**src/rtl/spm_port_arbiter_pkg.sv**
```systemverilog
// Shared types and constants for the scratch-pad port B arbiter.
// State encoding, default sizes and direction/enable encodings.
package spm_port_arbiter_pkg;

  typedef enum logic [1:0] {
    IDLE   = 2'd0,
    ACCESS = 2'd1,
    DONE   = 2'd2
  } state_e;

  localparam int N_REQ_DEF  = 2;
  localparam int ADDR_W_DEF = 12;
  localparam int DATA_W_DEF = 32;

  localparam logic READ    = 1'b1;
  localparam logic WRITE   = 1'b0;
  localparam logic ENABLE  = 1'b1;
  localparam logic DISABLE = 1'b0;

  // Width of a requester index; at least one bit.
  function automatic int ptr_w(input int n);
    return (n > 1) ? $clog2(n) : 1;
  endfunction

endpackage

```
**src/rtl/spm_port_arbiter_rr_arbiter.sv**
```systemverilog
// Combinational round-robin pick: first set req bit at or after ptr,
// searching upward modulo N_REQ. Returns one-hot and index forms.
module rr_arbiter
  import spm_port_arbiter_pkg::*;
#(
  parameter int N_REQ = N_REQ_DEF,
  parameter int PW    = ptr_w(N_REQ)
) (
  input  logic [N_REQ-1:0] req,
  input  logic [PW-1:0]    ptr,
  output logic [N_REQ-1:0] gnt,
  output logic [PW-1:0]    idx,
  output logic             valid
);

  logic [PW:0]   s;
  logic [PW-1:0] j;

  // Walk the N_REQ candidates starting at ptr; first hit wins.
  always_comb begin
    gnt   = '0;
    idx   = '0;
    valid = 1'b0;
    s     = '0;
    j     = '0;
    for (int k = 0; k < N_REQ; k++) begin
      s = {1'b0, ptr} + (PW+1)'(k);
      if (s >= (PW+1)'(N_REQ)) s = s - (PW+1)'(N_REQ);
      j = s[PW-1:0];
      if (!valid && req[j]) begin
        valid  = 1'b1;
        gnt[j] = 1'b1;
        idx    = j;
      end
    end
  end

endmodule

```
**src/rtl/spm_port_arbiter.sv**
```systemverilog
// Shares SPM port B between N_REQ requesters: round-robin pick in IDLE,
// one RAM access cycle, then a DONE cycle with rdy and read data.
module spm_port_arbiter
  import spm_port_arbiter_pkg::*;
#(
  parameter int N_REQ  = N_REQ_DEF,
  parameter int ADDR_W = ADDR_W_DEF,
  parameter int DATA_W = DATA_W_DEF
) (
  input  logic                    clk,
  input  logic                    reset,
  input  logic [N_REQ-1:0]        req,
  input  logic [N_REQ-1:0]        rw,
  input  logic [N_REQ*ADDR_W-1:0] addr,
  input  logic [N_REQ*DATA_W-1:0] wr_data,
  output logic [N_REQ-1:0]        grant,
  output logic [N_REQ-1:0]        rdy,
  output logic [DATA_W-1:0]       rd_data,
  output logic [ADDR_W-1:0]       spm_addr,
  output logic [DATA_W-1:0]       spm_wr_data,
  output logic                    spm_we,
  input  logic [DATA_W-1:0]       spm_rd_data
);

  localparam int PW = ptr_w(N_REQ);

  state_e            state_q, state_d;
  logic [N_REQ-1:0]  grant_q, grant_d;
  logic [N_REQ-1:0]  rdy_q, rdy_d;
  logic [PW-1:0]     win_q, win_d;
  logic [PW-1:0]     rr_q, rr_d;
  logic              rd_op_q, rd_op_d;
  logic              we_q, we_d;
  logic [ADDR_W-1:0] addr_q, addr_d;
  logic [DATA_W-1:0] wd_q, wd_d;
  logic [DATA_W-1:0] hold_q, hold_d;

  logic [N_REQ-1:0]  arb_gnt;
  logic [PW-1:0]     arb_idx;
  logic              arb_valid;

  rr_arbiter #(
    .N_REQ (N_REQ),
    .PW    (PW)
  ) u_rr (
    .req   (req),
    .ptr   (rr_q),
    .gnt   (arb_gnt),
    .idx   (arb_idx),
    .valid (arb_valid)
  );

  // Next-state and next-output logic for the 3-cycle access sequence.
  always_comb begin
    state_d = state_q;
    grant_d = grant_q;
    rdy_d   = '0;
    we_d    = DISABLE;
    win_d   = win_q;
    rr_d    = rr_q;
    rd_op_d = rd_op_q;
    addr_d  = addr_q;
    wd_d    = wd_q;
    hold_d  = hold_q;
    unique case (state_q)
      IDLE: begin
        if (arb_valid) begin
          state_d = ACCESS;
          grant_d = arb_gnt;
          win_d   = arb_idx;
          rd_op_d = (rw[arb_idx] == READ);
          we_d    = (rw[arb_idx] == WRITE) ? ENABLE : DISABLE;
          addr_d  = addr[arb_idx*ADDR_W +: ADDR_W];
          wd_d    = wr_data[arb_idx*DATA_W +: DATA_W];
        end
      end
      ACCESS: begin
        state_d = DONE;
        rdy_d   = grant_q;
      end
      DONE: begin
        state_d = IDLE;
        grant_d = '0;
        addr_d  = '0;
        wd_d    = '0;
        if (rd_op_q) hold_d = spm_rd_data;
        if (win_q == PW'(N_REQ-1)) rr_d = '0;
        else rr_d = win_q + PW'(1);
      end
      default: begin
        state_d = IDLE;
        grant_d = '0;
      end
    endcase
  end

  // State and registered outputs; reset clears everything at once.
  always_ff @(posedge clk or posedge reset) begin
    if (reset) begin
      state_q <= IDLE;
      grant_q <= '0;
      rdy_q   <= '0;
      win_q   <= '0;
      rr_q    <= '0;
      rd_op_q <= 1'b0;
      we_q    <= 1'b0;
      addr_q  <= '0;
      wd_q    <= '0;
      hold_q  <= '0;
    end else begin
      state_q <= state_d;
      grant_q <= grant_d;
      rdy_q   <= rdy_d;
      win_q   <= win_d;
      rr_q    <= rr_d;
      rd_op_q <= rd_op_d;
      we_q    <= we_d;
      addr_q  <= addr_d;
      wd_q    <= wd_d;
      hold_q  <= hold_d;
    end
  end

  // RAM read data lands in DONE; pass it straight through in that cycle.
  always_comb begin
    rd_data = hold_q;
    if (state_q == DONE && rd_op_q) rd_data = spm_rd_data;
  end

  assign grant       = grant_q;
  assign rdy         = rdy_q;
  assign spm_addr    = addr_q;
  assign spm_wr_data = wd_q;
  assign spm_we      = we_q;

endmodule

```
**config.mk**
```make
export PLATFORM = sky130hd
export DESIGN_NAME = spm_port_arbiter
export DESIGN_NICKNAME = d
export VERILOG_FILES = /design/src/rtl/spm_port_arbiter_pkg.sv /design/src/rtl/spm_port_arbiter_rr_arbiter.sv /design/src/rtl/spm_port_arbiter.sv
export SDC_FILE = /design/constraint.sdc
export NUM_CORES = 1
export LEC_CHECK = 0
export CORE_AREA = 4 4 106 108
export CTS_CLUSTER_SIZE = 30
export DETAILED_ROUTE_END_ITERATION = 7
export DIE_AREA = 0 0 110 112
export PLACE_DENSITY = 0.83
export RECOVER_POWER = 100
export SYNTH_ARGS = -nofsm -noshare
export SYNTH_HDL_FRONTEND = slang
export SYNTH_SLANG_ARGS = --single-unit
```
**constraint.sdc**
```tcl
create_clock -name clk -period 3.9 [get_ports clk]
set_input_delay 1.17 -clock clk [delete_from_list [all_inputs] [get_ports clk]]
set_output_delay 1.17 -clock clk [all_outputs]
set_load 0.05 [all_outputs]
```
==> flow_metrics.py <==
metrics = {
    "floorplan": {
        "initial_utilization_pct": 39.7,
        "die_w_um": 110,
        "die_area_um2": 12300,
        "core_um2": 10200,
        "num_io_pins": 207,
        "die_h_um": 112,
        "fp-row-count": 37,
    },
    "timing": {
        "maxSlewViolCount": 0,
        "finalSetupTns_ns": 0,
        "min_period_ns": 3.56,
        "worst_slew_pin_slew_ns": 1.47,
        "finalCritPeriodShare_pct": 91.4,
        "rsz0062_at_grt": "false",
        "relSlewSlack_pct": 1.45,
        "setup_violations": 0,
        "timing.fmax_mhz": 281,
        "finalClockSkew_ns": 0.0143,
        "final_hold_viol_count": 0,
        "setup_ws_ns": 0.337,
    },
    "run": {
        "drv_cap": 1,
    },
    "route": {
        "vias": 3853,
        "highest_layer": "met4",
        "viasPerCell": 5.60,
        "firstDrtPassIters": 5,
        "drtAntennaViolNets": 0,
        "wl_met1_mm": 5.02,
        "wl_met2_mm": 6.41,
        "avgRoutedWirePerCell_um": 19.0,
        "drc_errors": 0,
        "drtIter0Drc": 283,
        "routed-wl-met3_mm": 1.28,
        "drt-total-wl_mm": 13.1,
    },
    "yosys": {
        "syn-num-nets": 493,
        "synthAdderAreaFrac_pct": 0,
        "synth.distinct_cells": 28,
        "synth_compound_area_share_pct": 24.8,
        "ys_seq_area_share_pct": 53.0,
        "syn-cell-area_um2": 4060,
        "synth_top_family_by_area": "compound AO/OA/AOI/OAI gates",
        "syn_area_per_cell_um2": 11.1,
        "yosys.area_share.simple_pct": 7.77,
        "netlist.area_leader.share_pct": 53.0,
        "yosysWarnings": 0,
        "synth_area_leaders": "dfrtp_1, mux2_1, a311oi_2, o21ai_0, nand3_1",
        "ys_ff_latch": 86,
        "yosys.area.top_type": "dfrtp_1",
        "synthCells": 367,
        "synth-xor-area-share_pct": 0,
        "synthMuxAreaShare_pct": 8.88,
    },
    "worst_setup_path": {
        "reg2reg_from": "state_q[1]",
        "reg2reg_depth": 3,
        "required_ns": 2.73,
        "cpMaxStageDelayCell": "mux2_1",
        "cp_slowest_stage_delay_ns": 0.51,
        "cp.arrival_ns": 2.39,
        "cp_num_buf_inv": 1,
        "crit_path_max_fanout": 32,
        "cp_cell_sequence": "nor2b_1 > nand2_2 > mux2_1 > clkbuf_2",
        "r2r-end": "hold_q[6]",
        "reg2reg_slack_ns": 1.96,
        "crit_family": "simple AND/OR/NAND/NOR gates",
        "endpoint_kind": "output pin",
        "startpoint_type": "flop",
        "startpoint": "state_q[1]",
        "crit_type": "flop to output pin",
    },
    "grt": {
        "grt_pass1_vias": 4022,
        "grt_max_degree": 56,
        "grt.total_usage_pct": 20.8,
        "grt_pass1_wl_mm": 20.3,
        "grt_overflow_total": 0,
        "antenna_found_initial": 0,
    },
    "placement": {
        "pre_cts_ws_ns": 0.611,
        "postPlaceCellArea_um2": 6070,
        "gp_congestion": 0.784,
        "dp_hpwl_mm": 9.10,
        "numPortBuffers": 206,
    },
    "clock_network": {
        "cts_made_buffers": 9,
        "post_cts_buffers": 0,
        "hold_buffers": 0,
        "clk_latency_ns": 0.36,
        "cts_buffer_depth": 2,
        "cts_num_sinks": 86,
        "cts_tree": "yes",
        "clkTransAtPathRegs_ns": 0.10,
        "cts_root_buf": "clkbuf_8",
        "cts.repair.resized": 0,
        "h-tree-depth": 3,
    },
    "power": {
        "powerDensity_nw_per_um2": 984,
        "ir_worst_vdd_mv": 0.508,
        "p_leak_nw": 2.48,
        "p_total_mw": 6.07,
    },
    "hold_path": {
        "min_to": "rr_q",
        "whs_path_depth": 1,
        "hp-class": "flop to flop",
        "hp-start": "win_q",
    },
    "layout": {
        "fin_area_um2": 6170,
        "fin_util_pct": 60.3,
        "syn_to_final_growth_pct": 51.9,
        "diodes": 0,
        "drive_gt1_share_pct": 11.8,
        "nets": 673,
    },
    "status": {
        "outcome": "complete, but fails checks",
        "violations": "max-capacitance violations",
    },
}
-- cells in the mapped netlist (all sizes together) --
master  instances
a211o           1
clkbuf         22
nor2            1
a21oi          45
nand2           2
a311oi         42
nor2b           3
and2            3
buf            21
a22oi           2
and3            1
nand2b          2
mux2           32
o21ai          49
nand3          46
dfrtp          86
or3             1
a31oi           3
inv             4
or2             1
-- routing by layer --
metal,up-vias,track usage (%)
met1,1863,24.2
met4,0,7.98
met5,-,0
met3,31,6.72
met2,211,35.2
li1,1748,-
-- power by group --
group          internal [mW]  switching, mW  total (mW)
logic                   1.13           2.66        3.79
clock network          0.372          0.340       0.712
registers               1.35          0.213        1.56
total                   2.85           3.22        6.07
-- placed cells by master (no fill, tap or decap), drive strengths merged, types with 2 or more instances in the layout --
master,Yosys,final
a21oi,45,45
nor2b,3,3
dlygate4sd3,0,50
nand2b,2,2
clkinv,0,2
nand2,2,2
mux2,32,32
a31oi,3,3
clkbuf,22,20
inv,4,6
clkdlybuf4s50,0,123
a22oi,2,2
bufinv,0,2
o21ai,49,49
and2,3,3
a311oi,42,42
buf,21,28
dfrtp,86,86
nand3,46,46
-- per-stage QoR --
| step | hold slack (ns) | std cells |
|---|---|---|
| after detailed placement | 0.481 | 672 |
| final | 0.475 | 688 |
| after global placement | 0.451 | 672 |
| after floorplan | 0.437 | 367 |
| after CTS | 0.480 | 688 |
| after global routing | 0.504 | 688 |
-- worst reg2reg max path, stage by stage (launching register included) --
cell,delay (ns)
dfrtp_1,0.50
nor2b_1,0.30
nand2_2,0.48
mux2_1,0.54
-- cell families after synthesis --
| family | count (synthesis) |
|---|---|
| flops | 86 |
| compound gates | 142 |
| buf+inv | 47 |
| simple gates | 60 |
| mux | 32 |
-- cell type report --
type,instances,area [um^2]
sequential,86,2150
clock inverter,7,105
inverter,4,16.3
timing repair buffer,212,2010
clock buffer,9,124
tap,136,170
multi-input combinational,234,1590
fill,868,4060
-- worst max-delay path by stage --
stage          depth (start not counted)               to  slack (ns)
2_1_floorplan                          1         grant[0]        0.51
3_3_place_gp                           3      rd_data[29]        0.63
3_5_place_dp                           4  spm_wr_data[28]        0.61
4_1_cts                                4      rd_data[10]        0.42
5_1_grt                                4      rd_data[25]        0.14
6_report                               4      rd_data[16]        0.34
-- state kept, by name, summed over array words and instances (netlist names) --
| register | count |
|---|---|
| rr_q | 1 |
| win_q | 1 |
| spm_we | 1 |
| grant | 2 |
| spm_wr_data | 32 |
| hold_q | 32 |
| rd_op_q | 1 |
| spm_addr | 12 |
| rdy | 2 |
| state_q | 2 |
Note: power is estimated with default switching activity, not from simulation.
